===== src/rtl/seq_detect_param_if.sv =====
// Bundle of the serial stream, configuration and result signals of seq_detect_param.
// The master drives the stream and configuration; the slave (the detector) returns found/match_count.
interface seq_detect_param_if #(
    parameter int PAT_W = 4,
    parameter int CNT_W = 8
);
    logic             ser_in;
    logic             in_valid;
    logic [PAT_W-1:0] pattern;
    logic [PAT_W-1:0] mask;
    logic             p_load;
    logic             overlap;
    logic             o_load;
    logic             count_clr;
    logic             found;
    logic [CNT_W-1:0] match_count;

    modport master (
        output ser_in, in_valid, pattern, mask, p_load, overlap, o_load, count_clr,
        input  found, match_count
    );

    modport slave (
        input  ser_in, in_valid, pattern, mask, p_load, overlap, o_load, count_clr,
        output found, match_count
    );
endinterface


===== src/rtl/seq_detect_param.sv =====
// PAT_W-bit serial pattern detector with overlap mode and a saturating match counter.
// Define SEQ_DETECT_MASK_EN to make the per-bit don't-care mask loadable; otherwise every bit is compared.
module seq_detect_param #(
    parameter int PAT_W = 4,
    parameter int CNT_W = 8
) (
    input logic               clock,
    input logic               rst,
    seq_detect_param_if.slave bus
);
    localparam int FILL_W = $clog2(PAT_W + 1);
    localparam logic [FILL_W-1:0] FILL_FULL = FILL_W'(PAT_W);

    logic [PAT_W-1:0]  window;
    logic [PAT_W-1:0]  pat_q;
    logic [PAT_W-1:0]  mask_q;
    logic [FILL_W-1:0] fill;
    logic              ovl_q;

    logic              accept_p0;
    logic              hit_p0;
    logic [PAT_W-1:0]  window_p0;
    logic [FILL_W-1:0] fill_p0;

    logic              found_p1;
    logic [CNT_W-1:0]  count_p1;

    function automatic logic [CNT_W-1:0] sat_inc(input logic [CNT_W-1:0] v);
        return (&v) ? v : v + CNT_W'(1);
    endfunction

    // Stage p0: candidate history after accepting this edge's bit, and the hit decision.
    always_comb begin
        accept_p0 = bus.in_valid && !bus.p_load;
        window_p0 = {window[PAT_W-2:0], bus.ser_in};
        fill_p0   = (fill == FILL_FULL) ? fill : fill + FILL_W'(1);
        hit_p0    = accept_p0 && (fill_p0 == FILL_FULL)
                    && (((window_p0 ^ pat_q) & mask_q) == '0);
    end

`ifdef SEQ_DETECT_MASK_EN
    always_ff @(posedge clock or posedge rst) begin
        if (rst) begin
            mask_q <= '1;
        end else if (bus.p_load) begin
            mask_q <= bus.mask;
        end
    end
`else
    logic unused_mask;
    assign mask_q      = '1;
    assign unused_mask = ^bus.mask;
`endif

    // Non-overlap restarts the history on a hit; ovl_q here is still the pre-o_load mode.
    always_ff @(posedge clock or posedge rst) begin
        if (rst) begin
            pat_q  <= '0;
            ovl_q  <= 1'b0;
            window <= '0;
            fill   <= '0;
        end else begin
            if (bus.p_load) begin
                pat_q  <= bus.pattern;
                window <= '0;
                fill   <= '0;
            end else if (accept_p0) begin
                window <= window_p0;
                fill   <= (hit_p0 && !ovl_q) ? '0 : fill_p0;
            end
            if (bus.o_load) begin
                ovl_q <= bus.overlap;
            end
        end
    end

    // Stage p1: registered match pulse and counter, both updated on the hit edge.
    always_ff @(posedge clock or posedge rst) begin
        if (rst) begin
            found_p1 <= 1'b0;
            count_p1 <= '0;
        end else begin
            found_p1 <= hit_p0;
            if (bus.count_clr) begin
                count_p1 <= hit_p0 ? CNT_W'(1) : '0;
            end else if (hit_p0) begin
                count_p1 <= sat_inc(count_p1);
            end
        end
    end

    assign bus.found       = found_p1;
    assign bus.match_count = count_p1;
endmodule

===== src/flat_wrapper.sv =====
// flat-port wrapper written by rule: the top's interface ports become plain ports
module seq_detect_param_flat 
#(
    parameter int PAT_W = 4,
    parameter int CNT_W = 8
)
  (clock, rst, bus_ser_in, bus_in_valid, bus_pattern, bus_mask, bus_p_load, bus_overlap, bus_o_load, bus_count_clr, bus_found, bus_match_count);
  seq_detect_param_if #(.PAT_W(PAT_W), .CNT_W(CNT_W)) bus_i ();
  input logic clock;
  input logic rst;
  input wire logic [$bits(bus_i.ser_in)-1:0] bus_ser_in;
  input wire logic [$bits(bus_i.in_valid)-1:0] bus_in_valid;
  input wire logic [$bits(bus_i.pattern)-1:0] bus_pattern;
  input wire logic [$bits(bus_i.mask)-1:0] bus_mask;
  input wire logic [$bits(bus_i.p_load)-1:0] bus_p_load;
  input wire logic [$bits(bus_i.overlap)-1:0] bus_overlap;
  input wire logic [$bits(bus_i.o_load)-1:0] bus_o_load;
  input wire logic [$bits(bus_i.count_clr)-1:0] bus_count_clr;
  output wire logic [$bits(bus_i.found)-1:0] bus_found;
  output wire logic [$bits(bus_i.match_count)-1:0] bus_match_count;
  assign bus_i.ser_in = bus_ser_in;
  assign bus_i.in_valid = bus_in_valid;
  assign bus_i.pattern = bus_pattern;
  assign bus_i.mask = bus_mask;
  assign bus_i.p_load = bus_p_load;
  assign bus_i.overlap = bus_overlap;
  assign bus_i.o_load = bus_o_load;
  assign bus_i.count_clr = bus_count_clr;
  assign bus_found = bus_i.found;
  assign bus_match_count = bus_i.match_count;
  seq_detect_param #(.PAT_W(PAT_W), .CNT_W(CNT_W)) u_core (.clock(clock), .rst(rst), .bus(bus_i));
endmodule

===== config.mk =====
export PLATFORM = sky130hd
export DESIGN_NAME = seq_detect_param_flat
export DESIGN_NICKNAME = d
export VERILOG_FILES = /design/src/rtl/seq_detect_param_if.sv /design/src/rtl/seq_detect_param.sv /design/src/flat_wrapper.sv
export SDC_FILE = /design/constraint.sdc
export NUM_CORES = 1
export LEC_CHECK = 0
export BUFFER_PORTS_ARGS = -buffer_cell sky130_fd_sc_hd__buf_4
export CORE_MARGIN = 2
export CORE_UTILIZATION = 47
export DETAILED_ROUTE_END_ITERATION = 7
export PLACE_DENSITY = 0.86
export SYNTH_ARGS = -nofsm -noshare
export SYNTH_HDL_FRONTEND = slang
export SYNTH_SLANG_ARGS = --single-unit

===== constraint.sdc =====
create_clock -name clock -period 1.8 [get_ports clock]
set_input_delay 0.18 -clock clock [delete_from_list [all_inputs] [get_ports clock]]
set_output_delay 0.18 -clock clock [all_outputs]
set_load 0.05 [all_outputs]

==> flow_summary.ini, run 1 <==
[detailed_routing]
wl_per_cell_um = 14.6
via_per_inst = 5.43
final_antenna_net_count = 0
num_vias = 863
drc_errors = 0
postRouteWirelength_um = 2320
firstDrtPassIters = 4
drt-initial-drc-count = 10

[grt]
overflow = 0
grt_pass1_wl_um = 3570
grt_usage = 0.181
grt_max_degree = 21
grt_pass1_vias = 844
antenna_found_initial = 0

[critical_path]
path_max_fanout = 7
rr_worst_depth = 8
crit_path_end = u_core.bus.match_count[7]
crit_type = reg2reg
end_kind = flip-flop
rrSetupSlack_ns = -0.37
worst_ep_arrival_time_ns = 2.36
r2r-end = u_core.bus.match_count[7]
start_kind = flip-flop
startpoint = u_core.fill[0]
critPathRequiredTime_ns = 1.99
r2r-start = u_core.fill[0]

[timing]
slew_violations = 0
fin_worst_skew_ns = 0.00194
hold_viol = 20
finalCritPeriodShare = 1.21
worstMarginPinSlew_ns = 0.765
slew_headroom = 0.487
setup_violations = 9
whs_ns = -0.0107
fin_ws_ns = -0.373
fin_crit_ns = 2.17
fmax_mhz = 460
setup_tns_ns = -2.07
rsz0062_at_grt = true

[die]
dieHeight_um = 51.7
fp-row-count = 17
die_x_um = 51.7
start_util = 0.489
die_area_mm2 = 0.00268
core_mm2 = 0.00219
pin_count = 25

[place]
dp_hpwl_um = 1600
gp_congestion = 0.800
dpl_cell_area_mm2 = 0.00128
dp.cells = 149
io_buffers = 20

[power_and_ir_drop]
p_comb_frac = 0.160
seqPwrFrac = 0.573
peakVddDrop_mv = 0.459
power.internal_uw = 628
switching_share = 0.255
switching_power_uw = 215
p_leak_nw = 0.623
powerDensity_mw_per_mm2 = 594
clkPwrFrac = 0.267
total_power_uw = 843

[outcome]
status = finished with violations
violations = negative hold slack, negative setup slack

[cts]
cts_hold_buf = 0
htreeDepth = 1
numCtsBuffers = 3
clock_sinks = 20
cts.root.buffer_cell = clkbuf_4
clkTransAtPathRegs_ns = 0.11
clkLatencyLatePin_ns = 0.30
clock_path_buffers = 2
cts_tree = done

[yosys]
synth_cell_type_count = 34
avgSynthCellArea_um2 = 10.6
yosys_warnings = 0
synth_seq_cells = 20
synthesis.area_mm2 = 0.00107
syn_nets = 120
synthCells = 101
synth-seq-area-share = 0.467

[layout]
syn2layout_area_growth_pct = 32.5
final_nets = 151
fin_area_mm2 = 0.00142
diodes = 0
final_layout_size_suffix_gt1_frac = 0.519
finalNonFillerCells = 159

[hold_path]
holdCritPathClass = in2async

[run]
drv_cap = 0
==> how the worst min path moves through the flow <==
stage	end	cells past startpoint
6_report	u_core.pat_q[1]	2
5_1_grt	u_core.pat_q[1]	2
4_1_cts	u_core.pat_q[0]	2
3_5_place_dp	u_core.pat_q[0]	2
3_3_place_gp	u_core.pat_q[1]	2
2_1_floorplan	u_core.bus.found	1
==> metal layers <==
layer,vias to the layer above,share of wire,global-route usage
met5,-,0,0
met4,0,0.032,0.123
met3,9,0.043,0.0115
met2,26,0.51,0.303
met1,413,0.42,0.222
li1,415,-,-
==> kinds of logic after synthesis <==
group / after synthesis / synth area share
and+or+nand+nor: 39 / 0.221
AOI/OAI and AO/OA: 11 / 0.0748
buffers and inverters: 11 / 0.0409
muxes: 12 / 0.120
adders and majority gates: 3 / 0.0351
xor gates and xnor gates: 5 / 0.0409
DFF: 20 / 0.467
==> power by group through the flow <==
stage	Combinational, mW	Sequential (mW)	Clock [mW]
after floorplan	0.0744	0.487	0
after global placement	0.105	0.490	0
after detailed placement	0.111	0.491	0
after CTS	0.130	0.482	0.234
after global routing	0.148	0.486	0.254
final	0.135	0.483	0.225
==> registers in the layout (all words and copies together), names as in the netlist <==
register,cells
u_core.bus.match_count,8
u_core.pat_q,4
u_core.fill,3
u_core.window,3
u_core.bus.found,1
u_core.ovl_q,1
==> cell type report <==
| type | instances | area (um2) |
|---|---|---|
| multi-input combinational | 70 | 593 |
| timing repair buffer | 30 | 229 |
| tap | 28 | 35.0 |
| sequential | 20 | 509 |
| inverter | 7 | 26.3 |
| fill | 175 | 772 |
| clock buffer | 4 | 26.3 |
==> what timing repair did <==
action	CTS	global route
setup endpoints to repair	8	9
resized for setup	5	12
buffers inserted	3	3
pin swaps	2	2
==> critical path: stages (launching register included) <==
cell and delay, ns:
dfrtp_1 0.44, inv_2 0.10, ha_4 0.13, and3b_2 0.22, nor4b_4 0.33, nand3_2 0.20
buf_6 0.19, o31ai_1 0.35, a21oi_2 0.09
==> cell usage in the layout, fill, tap and decap left out, types with 2 or more instances in the layout <==
| master | n |
|---|---|
| buf_4 | 29 |
| dfrtp_1 | 13 |
| nor2_1 | 11 |
| dfrtp_2 | 7 |
| mux2_2 | 6 |
| nand2_1 | 6 |
| inv_1 | 5 |
| mux2i_1 | 5 |
| xor2_1 | 4 |
| nand3_1 | 3 |
| a21oi_2 | 3 |
| clkbuf_4 | 3 |
| nand3_2 | 2 |
| nor3_2 | 2 |
| nor4_2 | 2 |
| nor2b_1 | 2 |
| or4_4 | 2 |
| inv_2 | 2 |
| or4_1 | 2 |
| o31ai_2 | 2 |
==> Yosys cell counts <==
master / count / area [um2]
o221a_2: 1 / 11.3
and3_1: 1 / 6.26
nand3_2: 2 / 20.0
nor3_1: 1 / 5.00
or3_1: 1 / 6.26
nor3_2: 1 / 10.0
nor4b_4: 1 / 23.8
a21oi_1: 3 / 15.0
o41ai_1: 1 / 8.76
o21ai_0: 1 / 5.00
buf_1: 1 / 3.75
nor4_1: 1 / 6.26
clkbuf_1: 1 / 3.75
xor2_1: 4 / 35.0
nand2_1: 6 / 22.5
and2_1: 1 / 6.26
or4_1: 4 / 30.0
ha_1: 3 / 37.5
and3b_1: 1 / 8.76
nor4_2: 1 / 12.5
nor2_1: 12 / 45.0
mux2_2: 6 / 67.6
dfrtp_1: 20 / 500
nand2b_1: 1 / 6.26
nor2b_1: 2 / 12.5
mux2_1: 1 / 11.3
o311ai_1: 1 / 8.76
o32ai_1: 1 / 8.76
o31ai_1: 3 / 22.5
mux2i_1: 5 / 50.1
buf_2: 2 / 10.0
nand3_1: 3 / 15.0
inv_1: 7 / 26.3
xnor2_1: 1 / 8.76
==> metrics by stage <==
step           utilization  hold WS, ns  worst slack [ns]
6_report             0.648      -0.0107            -0.373
5_1_grt              0.648       0.0483            -0.435
4_1_cts              0.616       0.0103            -0.252
3_5_place_dp         0.586        0.353            -0.255
3_3_place_gp         0.586        0.349            -0.153
2_1_floorplan            -        0.143           -0.0425
Power figures use the tool's default switching activity.
==> inputs of run 2 (changes only) <==
Settings changed: CAP_MARGIN from default to 20, CORE_ASPECT_RATIO from default to 1.5, CORE_UTILIZATION 47 to 35, PLACE_DENSITY 0.86 to 0.7.
==> run 2 against run 1 <==
- the flow finishes with violations (negative setup slack)
- flip-flop and latch count unchanged
- sequential share of layout area fell by 0.50 points
- fmax increased by 9.7%
- via count decreased by 1.0%
- core utilization down 15 points
- critical path type unchanged
- first-iteration DRC count grew 110%
==> flow_summary.ini, run 2 (synthesis gave the netlist of run 1 again) <==
[timing]
fin_ws_ns = -0.181
setup_tns_ns = -1.07
slew_headroom = 0.582
whs_ns = 0.158
fin_worst_skew_ns = 0.000784
fmax_mhz = 505
finalCritPeriodShare = 1.10
rsz0062_at_grt = true
fin_crit_ns = 1.98
slew_violations = 0
setup_violations = 9
worstMarginPinSlew_ns = 0.623
hold_viol = 0

[hold_path]
holdCritPathClass = in2reg
hold_start = bus_pattern[3]
holdPathEnd = u_core.pat_q[3]
holdPathStages = 2

[layout]
multiInputGateArea_um2 = 548
syn2layout_area_growth_pct = 34.3
final_common_cell = buf_4
register_area_um2 = 509
final_nets = 152
final_layout_size_suffix_gt1_frac = 0.439
n_fill_cell = 266
largest_register_ffs = 8
final_cell_mix = buf_4, dfrtp_1, nor2_1, dfrtp_2
diodes = 0

[detailed_routing]
final_antenna_net_count = 0
firstDrtPassIters = 4
drc_errors = 0
wl_per_cell_um = 13.0
via_per_inst = 4.99
num_vias = 854
postRouteWirelength_um = 2220
drt-initial-drc-count = 21

[grt]
grt_pass1_vias = 870
antenna_found_initial = 0
grt_pass1_wl_um = 3680
overflow = 0
grt_max_degree = 15
grt_usage = 0.135

[critical_path]
crit_type = reg2reg
start_kind = flip-flop
rr_worst_depth = 8
rrSetupSlack_ns = -0.18
critPathRequiredTime_ns = 1.93
end_kind = flip-flop
worst_ep_arrival_time_ns = 2.12
r2r-end = u_core.bus.match_count[7]
r2r-start = u_core.fill[0]
path_max_fanout = 6

[outcome]
status = finished with violations
violations = negative setup slack

[cts]
numCtsBuffers = 3
clkTransAtPathRegs_ns = 0.08
cts_tree = done
clkLatencyLatePin_ns = 0.25
clock_sinks = 20
cts.root.buffer_cell = clkbuf_8
htreeDepth = 1
clock_path_buffers = 2

[power_and_ir_drop]
powerDensity_mw_per_mm2 = 726
peakVddDrop_mv = 0.492
p_leak_nw = 0.647

[die]
dieHeight_um = 71.8
die_x_um = 49.2
fp-row-count = 24
core_mm2 = 0.00291
pin_count = 25
start_util = 0.368
die_area_mm2 = 0.00353

[place]
dp_hpwl_um = 1700
pre_cts_slack_ns = -0.230
gp_congestion = 0.855
io_buffers = 20

[run]
drv_cap = 0
[run 2: repair_timing]
action                                  4_1_cts  5_1_grt
buffers inserted                              0        1
pin swaps                                     3        1
gates cloned                                  0        0
hold buffers                                  1        0
gates resized for setup                       2        1
hold endpoints to repair                     13        0
endpoints found under the setup margin        9        9
[run 2: how the worst max path moves through the flow]
| stage | endpoint | slack [ns] | start | depth (start not counted) |
|---|---|---|---|---|
| 2_1_floorplan | u_core.bus.match_count[5] | -0.04 | u_core.fill[0] | 7 |
| 3_3_place_gp | u_core.bus.match_count[7] | -0.16 | u_core.fill[0] | 7 |
| 3_5_place_dp | u_core.bus.match_count[7] | -0.23 | u_core.fill[0] | 7 |
| 4_1_cts | u_core.bus.match_count[2] | -0.19 | u_core.fill[0] | 8 |
| 5_1_grt | u_core.bus.match_count[7] | -0.29 | u_core.fill[0] | 7 |
| 6_report | u_core.bus.match_count[7] | -0.18 | u_core.fill[0] | 8 |
[run 2: per-layer routing]
layer  global-route usage  part of all wire  up-vias
met1                0.157              0.43      409
li1                     -                 -      417
met4               0.0857             0.025        0
met2                0.233              0.51       22
met5                    0                 0        -
met3               0.0167             0.036        6
[run 2: cell type report]
cell class / count / area share
flip-flops and latches: 20 / 0.354
clock inverters: 1 / 0.0209
repair buffers: 31 / 0.163
multi-input cells: 70 / 0.381
well taps: 39 / 0.0339
inverters: 7 / 0.0183
clock buffers: 3 / 0.0287
[run 2: power breakdown]
part	leakage (nW)	internal (mW)	total (mW)	switching (mW)
sequential	0.254	0.468	0.482	0.0146
combinational	0.358	0.0640	0.120	0.0561
clock	0.0357	0.296	0.443	0.147
[run 2: metrics by stage]
stage / utilization / cells / total power [mW] / instance area, um2
2_1_floorplan: - / 101 / 0.562 / 1090
3_3_place_gp: 0.458 / 165 / 0.600 / 1340
3_5_place_dp: 0.458 / 165 / 0.606 / 1340
4_1_cts: 0.489 / 170 / 1.05 / 1420
5_1_grt: 0.494 / 171 / 1.09 / 1440
6_report: 0.494 / 171 / 1.05 / 1440
[run 2: worst max-delay path: stages, from the launching register on]
cell and delay, ns:
dfrtp_1 0.42, inv_2 0.08, ha_1 0.15, and3b_1 0.20, nor4b_4 0.29, nand3_2 0.16
buf_4 0.20, o31ai_1 0.26, a21oi_2 0.11
==> inputs of run 3 (changes only) <==
Settings changed: PLACE_DENSITY 0.7 to default, RECOVER_POWER from default to 50.
==> run 3 against run 2 <==
- the flow still finishes with violations (negative setup slack)
- non-clock buffer count grew 3
- critical path depth shrank 1
- critical path type unchanged
- combinational power grew 7%
- global-route usage is essentially flat
- flip-flop and latch count is the same
- critical endpoint is now u_core.bus.match_count[3]
==> flow_summary.ini, run 3 (synthesis gave the netlist of run 1 again) <==
[outcome]
status = finished with violations
violations = negative setup slack

[die]
die_x_um = 49.2
die_area_mm2 = 0.00353
pin_count = 25
dieHeight_um = 71.8
start_util = 0.368
core_mm2 = 0.00291
fp-row-count = 24

[detailed_routing]
postRouteWirelength_um = 2220
drt-initial-drc-count = 14
drc_errors = 0
wl_per_cell_um = 12.8
firstDrtPassIters = 3
via_per_inst = 5.01
num_vias = 872
final_antenna_net_count = 0

[cts]
numCtsBuffers = 3
cts_tree = done
clock_path_buffers = 2
clkLatencyLatePin_ns = 0.26
cts.root.buffer_cell = clkbuf_8
htreeDepth = 1
clock_sinks = 20
clkTransAtPathRegs_ns = 0.08

[timing]
fin_crit_ns = 1.98
rsz0062_at_grt = true
slew_headroom = 0.441
hold_viol = 0
finalCritPeriodShare = 1.10
fin_worst_skew_ns = 0.00763
slew_violations = 0
fmax_mhz = 506
worstMarginPinSlew_ns = 0.834
whs_ns = 0.138
fin_ws_ns = -0.177
setup_violations = 9

[grt]
grt_pass1_vias = 871
overflow = 0
antenna_found_initial = 0
grt_usage = 0.135
grt_max_degree = 12
grt_pass1_wl_um = 3760

[critical_path]
crit_type = reg2reg
end_kind = flip-flop
startpoint = u_core.fill[0]
critPathRequiredTime_ns = 1.99
path_max_fanout = 6
cp.depth = 7
r2r-end = u_core.bus.match_count[3]
cp_top_family = simple AND/OR/NAND/NOR gates
path_cells = inv_2, ha_4, and3b_2, nor4b_4, nand3_4, or4_1, a21oi_1
r2r-start = u_core.fill[0]
critPathBufInv = 1
slowest_delay_ns = 0.45
crit_path_end = u_core.bus.match_count[3]
worst_ep_arrival_time_ns = 2.17
start_kind = flip-flop
rr_worst_depth = 7
critPathSlowestCell = or4_1
rrSetupSlack_ns = -0.18

[run]
drv_cap = 0

[layout]
final_layout_size_suffix_gt1_frac = 0.496
final_cell_mix = buf_4, dfrtp_1, nor2_1, dfrtp_2
fin_util = 0.520
largest_register_ffs = 8
final_nets = 155
diodes = 0
fin_area_mm2 = 0.00151
syn2layout_area_growth_pct = 41.4
final_common_cell = buf_4

[place]
pre_cts_slack_ns = -0.163
dpl_cell_area_mm2 = 0.00135
dp_hpwl_um = 1620
io_buffers = 20
gp_congestion = 0.749

[power_and_ir_drop]
powerDensity_mw_per_mm2 = 606
p_leak_nw = 0.656
total_power_uw = 917
peakVddDrop_mv = 0.493

[hold_path]
holdCritPathClass = in2reg
## run 3: how the worst min path moves through the flow
stage	from	to	slack, ns	cells after the start
after floorplan	rst	u_core.bus.found	0.14	1
after global placement	rst	u_core.pat_q[3]	0.19	2
after detailed placement	rst	u_core.pat_q[3]	0.20	2
after CTS	bus_count_clr	u_core.bus.match_count[3]	0.13	2
after global routing	bus_overlap	u_core.ovl_q	0.15	2
final	bus_count_clr	u_core.bus.match_count[4]	0.14	2
## run 3: where the power goes
part	leakage [nW]	internal [mW]	switching [mW]	total (mW)
clock	0.0228	0.158	0.148	0.306
sequential	0.254	0.468	0.0141	0.482
combinational	0.379	0.0693	0.0601	0.129
## run 3: cell type report
type                    count  area, um2
inverters                   7       26.3
repair buffers             34        262
fillers                   269       1400
flip-flops and latches     20        509
well taps                  39       48.8
clock buffers               4       45.0
multi-input cells          70        623
## run 3: stage by stage
| stage | std cells | TNS (ns) |
|---|---|---|
| final | 174 | -1.10 |
| after global routing | 174 | -2.12 |
| after CTS | 173 | -0.982 |
| after detailed placement | 167 | -0.971 |
| after global placement | 167 | -0.684 |
| after floorplan | 101 | -0.173 |
## run 3: repair_timing
action	in CTS	in global routing
setup endpoints to repair	9	9
hold endpoints to repair	10	0
setup buffers	1	1
gates resized for setup	2	17
hold buffers	1	0
pin swaps	1	4
## run 3: metal layers
layer | wire length [um] | up-vias | track usage
met4 | 37 | 0 | 0.0571
met5 | 0 | - | 0
met2 | 1230 | 20 | 0.249
li1 | - | 423 | -
met3 | 82 | 4 | 0.0188
met1 | 872 | 425 | 0.154
## run 3: worst register-to-register path: stages, from the launching register on
cell and delay [ns]:
dfrtp_1 0.41, inv_2 0.09, ha_4 0.12, and3b_2 0.22
nor4b_4 0.32, nand3_4 0.15, or4_1 0.45, a21oi_1 0.14
